$ cat config.mk
export PLATFORM = sky130hd
export DESIGN_NAME = icache_blocked
export DESIGN_NICKNAME = d
export VERILOG_FILES = /design/src/rtl/icache_blocked_pkg.sv /design/src/rtl/icache_blocked_sat_counter.sv /design/src/rtl/icache_blocked.sv
export SDC_FILE = /design/constraint.sdc
export NUM_CORES = 1
export LEC_CHECK = 0
export BUFFER_PORTS_ARGS = -buffer_cell sky130_fd_sc_hd__buf_2
export CAP_MARGIN = 0
export CORE_MARGIN = 4
export CORE_UTILIZATION = 42
export CTS_BUF_LIST = sky130_fd_sc_hd__clkbuf_4
export DETAILED_ROUTE_END_ITERATION = 12
export PLACE_DENSITY_LB_ADDON = 0.2
export SLEW_MARGIN = 20
export SYNTH_ARGS = -nofsm -noshare
export SYNTH_HDL_FRONTEND = slang
export SYNTH_SLANG_ARGS = --single-unit
export TNS_END_PERCENT = 30
$ cat constraint.sdc
create_clock -name CLK -period 5.9 [get_ports CLK]
set_input_delay 0.885 -clock CLK [delete_from_list [all_inputs] [get_ports CLK]]
set_output_delay 0.885 -clock CLK [all_outputs]
set_load 0.01 [all_outputs]
$ cat src/rtl/icache_blocked_pkg.sv
// icache_blocked_pkg: shared word type and controller state encoding for the instruction cache
package icache_blocked_pkg;
    typedef logic [31:0] word_t;
    typedef logic [0:0] icache_state_t;
    localparam icache_state_t IDLE = 1'b0;
    localparam icache_state_t FILL = 1'b1;
endpackage

$ cat src/rtl/icache_blocked_sat_counter.sv
// icache_blocked_sat_counter: saturating event counter.
//  CLK in, nRST in (sync active-low clear), inc in (count pulse), count out [W-1:0]
module icache_blocked_sat_counter #(
    parameter int W = 32
) (
    input  logic         CLK,
    input  logic         nRST,
    input  logic         inc,
    output logic [W-1:0] count
);
    always_ff @(posedge CLK)
        if (!nRST) count <= '0;
        else if (inc && count != '1) count <= count + 1'b1;
endmodule

$ cat src/rtl/icache_blocked.sv
// icache_blocked: direct-mapped instruction cache with multi-word block fill.
//  CLK, nRST (sync active-low); fetch side imemREN/imemaddr -> ihit/imemload; iflush invalidates all;
//  memory side iREN/iaddr -> iwait/iload; hit_count/miss_count saturating performance counters.
module icache_blocked
    import icache_blocked_pkg::*;
#(
    parameter int NSETS       = 16,
    parameter int BLOCK_WORDS = 2,
    parameter int CNT_W       = 32
) (
    input  logic             CLK,
    input  logic             nRST,
    input  logic             imemREN,
    input  logic [31:0]      imemaddr,
    output logic             ihit,
    output logic [31:0]      imemload,
    input  logic             iflush,
    output logic             iREN,
    output logic [31:0]      iaddr,
    input  logic             iwait,
    input  logic [31:0]      iload,
    output logic [CNT_W-1:0] hit_count,
    output logic [CNT_W-1:0] miss_count
);
    localparam int WOFF = $clog2(BLOCK_WORDS);
    localparam int WB   = (WOFF > 0) ? WOFF : 1;
    localparam int IDXW = $clog2(NSETS);
    localparam int TAGW = 30 - WOFF - IDXW;
    icache_state_t   state;
    word_t           fill_addr;
    logic [WB-1:0]   fill_cnt, word_sel;
    logic [IDXW-1:0] idx, fill_idx;
    logic [TAGW-1:0] tag_in, fill_tag;
    logic [NSETS-1:0] valid;
    logic [TAGW-1:0] tags [NSETS];
    word_t           data [NSETS][BLOCK_WORDS];
    logic            hit, miss, fill_we, last_word;
    // Masking before the cast keeps the word select at zero when a block is a single word.
    assign word_sel  = WB'((imemaddr >> 2) & word_t'(BLOCK_WORDS - 1));
    assign idx       = IDXW'(imemaddr >> (2 + WOFF));
    assign tag_in    = TAGW'(imemaddr >> (2 + WOFF + IDXW));
    assign fill_idx  = IDXW'(fill_addr >> (2 + WOFF));
    assign fill_tag  = TAGW'(fill_addr >> (2 + WOFF + IDXW));
    assign hit       = nRST & imemREN & valid[idx] & (tags[idx] == tag_in) & (state == IDLE) & ~iflush;
    assign miss      = imemREN & ~hit & (state == IDLE) & ~iflush;
    assign last_word = fill_cnt == WB'(BLOCK_WORDS - 1);
    assign fill_we   = (state == FILL) & ~iwait;
    assign ihit      = hit;
    assign imemload  = data[idx][word_sel];
    assign iREN      = nRST & (state == FILL);
    assign iaddr     = fill_addr + (32'(fill_cnt) << 2);
    always_ff @(posedge CLK)
        if (!nRST) begin
            state    <= IDLE;
            valid    <= '0;
            fill_cnt <= '0;
        end else if (iflush) begin
            state    <= IDLE;
            valid    <= '0;
            fill_cnt <= '0;
        end else if (miss) begin
            fill_addr <= imemaddr & ~word_t'(BLOCK_WORDS * 4 - 1);
            fill_cnt  <= '0;
            state     <= FILL;
        end else if (fill_we) begin
            fill_cnt <= fill_cnt + 1'b1;
            if (last_word) begin
                valid[fill_idx] <= 1'b1;
                state           <= IDLE;
            end
        end
    // Storage is not reset; valid bits alone decide whether contents are usable.
    always_ff @(posedge CLK)
        if (nRST && !iflush && fill_we) begin
            data[fill_idx][fill_cnt] <= iload;
            if (last_word) tags[fill_idx] <= fill_tag;
        end
    icache_blocked_sat_counter #(.W(CNT_W)) u_hit_cnt (
        .CLK   (CLK),
        .nRST  (nRST),
        .inc   (hit),
        .count (hit_count)
    );
    icache_blocked_sat_counter #(.W(CNT_W)) u_miss_cnt (
        .CLK   (CLK),
        .nRST  (nRST),
        .inc   (miss),
        .count (miss_count)
    );
endmodule

==> run metrics, run 1 <==
status finished clean; fin crit period 5.464 ns; Leak Pwr 22.50 nW; met2 routed WL 75600 µm; Final Hold Viols 0; postcts setup bufs 0; Synth Instances 2827; RSZ-0062 raised after global routing false; largest cells by area after synthesis edfxtp_1, mux4_2, dfxtp_1; Inst Count DP 4835; Synth area leader edfxtp_1; DRT Pass-1 Iters 8; Clock Pin Slew Worst Setup and Hold Paths 0.06 ns; routed wire length 151900 µm; Tot GR Track Use 20.45%; WP data required 5.02 ns; Die Wd 385.9 µm; WHS 0.1566 ns; post-synthesis register bit count 1535; Clock Tree Root clkbuf_4; DR WL/cell 27.17 µm; initial antenna violation count 10; Layout area overhead 15.04%; Mapped Area 0.05999 mm²; # IOs 199; Top Metal Used met5; Num CTS Buffers 408; critical path class primary input to primary output; Clock Path Buffers 4; most frequent cells in the layout edfxtp_1, clkbuf_4, mux4_2; clock sink count 1535; dpl hpwl 80200 µm; RePlAce Congestion 0.8052; Non-Filler Instances 5589; H-tree depth 5; Setup Viol. Count Final 0; power density over cell area 313.7 mW/mm²; pin slew with the least headroom to its limit 1.133 ns; post-layout util 48.68%; endpoint class of the critical path primary output; post-route cell area 0.06901 mm²; remaining antenna violation count 0; nets 3479; Post-synth ARST share 0%; die height 385.9 µm; first-pass GRT wire length 219900 µm; M1 WL 62620 µm; top-area cell type share of the netlist area 72.74%; worst path arrival time 4.58 ns; largest fanout on the critical path 97; Clock Latency Late Sink 1.25 ns; VDD IR-drop max 0.1641 mV; met3 routed WL 9740 µm; Initial DRC Count 2877; EDFF count, synth 1453; fin worst setup slack 0.4360 ns; overall power 21.64 mW; vias in the first global route 32855; Most used DFF post-synth edfxtp_1; initial core utilization 42.31%; Max Fclk 183.0 MHz; max-slew violation count 0; Die ar. 0.1489 mm²; layout cells sized above 1 37.47%; grt total ovfl 0; worst slack at placement 0.4377 ns; total vias in the final route 31466; Core Box Area 0.1418 mm²; vias per cell 5.630; Post-DP Area 0.06357 mm²; post-synthesis sequential area ratio 75.47%; Hold WC Path Type primary input to flop; synth warn 0; Rel. slew slack 24.50%; DRC 0; CP Launch Type primary input; TNS Setup 0 ns; synth unique cells 65; CTS tree done; pin count of the biggest net entering global routing 98; most common cell after layout, fill and taps aside edfxtp_1; count of input and output buffers 194; max cap viols 0; Final Skew 0.1067 ns; row count 138; post-route clock period utilization 92.61%; Avg Cell Area, Syn 21.22 µm²
==> worst paths after layout <==
check                                                     start                               end  slack [ns]  cells after the start
worst max-delay path                                imemaddr[4]                              ihit        0.44                     12
worst min-delay path                                  iload[28]             data[2][60]$_DFFE_PP_        0.16                      1
worst max register to register  u_hit_cnt.count[3]$_SDFFE_PN0P_  u_hit_cnt.count[23]$_SDFFE_PN0P_        2.01                      9
worst min register to register            valid[7]$_SDFFE_PP0P_             valid[7]$_SDFFE_PP0P_        0.48                      2
==> cell usage after synthesis, types with 36 or more instances <==
| cell type | instances |
|---|---|
| nand4_1 | 38 |
| edfxtp_1 | 1453 |
| nand2_1 | 90 |
| nand3_1 | 39 |
| mux2_2 | 62 |
| clkbuf_1 | 75 |
| nand2b_1 | 36 |
| mux2i_1 | 94 |
| dfxtp_1 | 82 |
| buf_2 | 49 |
| nor2_1 | 71 |
| mux4_2 | 393 |
==> area by class of cell <==
| cell class | instances | area (µm²) |
|---|---|---|
| Clock inverter | 113 | 524.3 |
| Sequential cell | 1535 | 45270 |
| Fill cell | 11709 | 72750 |
| Timing Repair Buffer | 330 | 2303 |
| Multi-Input combinational cell | 1121 | 14140 |
| Tap cell | 1890 | 2365 |
| Antenna cell | 11 | 27.53 |
| Inverter | 12 | 45.04 |
| Clock buffer | 577 | 4332 |
==> cells by family after synthesis <==
| family | share of synthesized area [%] |
|---|---|
| AOI/OAI and AO/OA | 1.569 |
| xor gates and xnor gates | 0.4380 |
| adders and majority gates | 0.04171 |
| buffers and inverters | 1.379 |
| DFF | 75.47 |
| muxes | 17.51 |
| other | 0.006252 |
| and+or+nand+nor | 3.586 |
==> critical path: stages <==
cell and delay [ns]:
buf_8 0.33, buf_12 0.52, mux2_2 0.27, o22ai_1 0.08, a2111oi_0 0.61, a21oi_1 0.18, xnor2_1 0.22, nor4_1 0.24
nand3_1 0.12, nor4_1 0.67, buf_4 0.22, buf_2 0.12
==> flip-flops by register name (all words and copies together) (netlist names) <==
name	cells
u_miss_cnt.count	32
state	1
u_hit_cnt.count	32
valid	16
tags	400
fill_cnt	1
fill_addr	29
data	1024
==> power breakdown <==
part           internal [mW]  switching [mW]
clock                   4.60            4.15
combinational          0.432           0.556
sequential              11.9          0.0226
==> per-layer routing <==
| layer | GRT usage, % | up-vias |
|---|---|---|
| li1 | - | 13280 |
| met5 | 0 | - |
| met3 | 4.423 | 303 |
| met1 | 27.46 | 16679 |
| met2 | 33.32 | 1202 |
| met4 | 6.971 | 2 |
==> timing repair <==
action / in CTS / in global routing
endpoints found under the hold margin: 488 / 0
gates resized for setup: 0 / 0
hold buffers: 52 / 0
Note: power is estimated with default switching activity, not from simulation.
==> inputs of run 2 (changes only) <==
GPL_TIMING_DRIVEN = 0   (was default)
==> run 2 against run 1 <==
Effect of this change:
- sequential share of layout area is 1.7 points lower
- worst setup slack lost 0.37 ns
- clock power fell by 1%
- critical path type unchanged
- critical endpoint is now imemload[4]
==> run metrics, run 2 (synthesized netlist as in run 1, its figures left out) <==
most frequent cells in the layout edfxtp_1, clkbuf_4, mux4_2; Rel. slew slack 22.14%; Top delay family on crit path buffers and inverters; Inst Count DP 4994; WP data required 5.02 ns; Num CTS Buffers 402; Post-DP Area 0.06549 mm²; # IOs 199; DRC 0; most common cell after layout, fill and taps aside edfxtp_1; fin worst setup slack 0.06955 ns; row count 138; worst slack at placement -1.043 ns; max-slew violation count 0; VDD IR-drop max 0.1923 mV; postcts setup bufs 0; count of input and output buffers 193; post-layout util 50.01%; worst reg2reg path startpoint tags[3][19]$_DFFE_PP_; Initial DRC Count 2824; remaining antenna violation count 0; Crit path largest cell delay 0.73 ns; Worst Setup SP imemaddr[6]; vias in the first global route 33872; status finished clean; critical path class primary input to primary output; Die Wd 385.9 µm; CTS tree done; nets 3629; Clock Pin Slew Worst Setup and Hold Paths 0.06 ns; max cap viols 0; initial core utilization 42.31%; biggest regs data: 1024 flops, tags: 400 flops; WHS 0.1401 ns; first-pass GRT wire length 230300 µm; die height 385.9 µm; clock sink count 1535; initial antenna violation count 11; Final Skew 0.1230 ns; CP Launch Type primary input; Critical Path, Cell by Cell buf_2 -> buf_2 -> buf_2 -> buf_2 -> clkbuf_1 -> clkbuf_2 -> buf_1 -> mux4_2 -> mux2_2 -> buf_2; RePlAce Congestion 0.8367; Leak Pwr 23.27 nW; DRT Pass-1 Iters 6; Final Hold Viols 0; Hold Startpoint iload[6]; dpl hpwl 105800 µm; Clock Path Buffers 4; Worst Hold Depth 1; layout cells sized above 1 38.59%; Reg with most FFs data; Die ar. 0.1489 mm²; Hold WC Path Type primary input to flop; DR WL/cell 27.86 µm; max reg flops 1024; H-tree depth 5; power density over cell area 305.3 mW/mm²; Slowest-stage cell, CP buf_1; Setup Viol. Count Final 0; Layout area overhead 18.18%; Clock Tree Root clkbuf_4; Tot GR Track Use 21.52%; endpoint class of the critical path primary output; grt total ovfl 0; largest fanout on the critical path 10; Non-Filler Instances 5729; Max Fclk 171.5 MHz; pin count of the biggest net entering global routing 33; Core Box Area 0.1418 mm²; reg2reg path depth 13; RSZ-0062 raised after global routing true; Crit path depth 10; pin slew with the least headroom to its limit 1.168 ns; worst path bufs/invs 8; fin crit period 5.830 ns; Clock Latency Late Sink 1.35 ns; Crit path top cell by count buf_2; post-route cell area 0.07089 mm²; routed wire length 159600 µm; total vias in the final route 32314; worst path arrival time 4.95 ns; vias per cell 5.640; post-route clock period utilization 98.82%
## run 2: cell count changes in the layout (fill, tap and decap cells not counted), sizes merged
cell           change
clkdlybuf4s15      +1
clkinvlp           +1
inv                +1
buf               +83
diode              +1
dlygate4sd3        -1
clkbuf            +64
bufinv             -1
clkinv             -9
## run 2: worst paths after layout
path | endpoint | slack [ns]
worst max-delay path | imemload[4] | 0.07
worst min-delay path | data[0][38]$_DFFE_PP_ | 0.14
worst max register to register | fill_addr[30]$_DFFE_PP_ | 1.51
worst min register to register | valid[8]$_SDFFE_PP0P_ | 0.47
## run 2: through the flow
step	total power, mW	TNS, ns
detailed placement	13.22	-28.44
global route	22.62	-0.007697
floorplan	12.74	0
finish	21.64	0
global placement	13.19	-2637.25
CTS	21.90	0
## run 2: final cells by class
type / count / area [µm²]
Clock buffer: 568 / 4264
Sequential cell: 1535 / 45270
Multi-Input combinational cell: 1121 / 14130
Inverter: 12 / 45.04
Timing Repair Buffer: 327 / 3403
Fill cell: 11462 / 70870
Tap cell: 1890 / 2365
Buffer: 159 / 908.4
Antenna cell: 12 / 30.03
Clock inverter: 105 / 467.9
## run 2: timing repair
action	in CTS	in global routing
endpoints found under the hold margin	369	0
gates resized for setup	61	13
setup endpoints to repair	33	23
hold buffers	51	0
## run 2: report_power, final
group          switching (mW)  internal [mW]
logic                   0.647          0.450
clock network            4.15           4.48
registers              0.0228           11.9
## run 2: per-layer routing
metal	vias to the layer above	part of all wire, %	wire, µm	global-route usage, %
li1	13584	-	-	-
met4	0	2.3	3619	6.511
met2	1424	49	77430	34.47
met3	253	7.5	11990	5.065
met5	-	0	0	0
met1	17053	42	66590	29.50
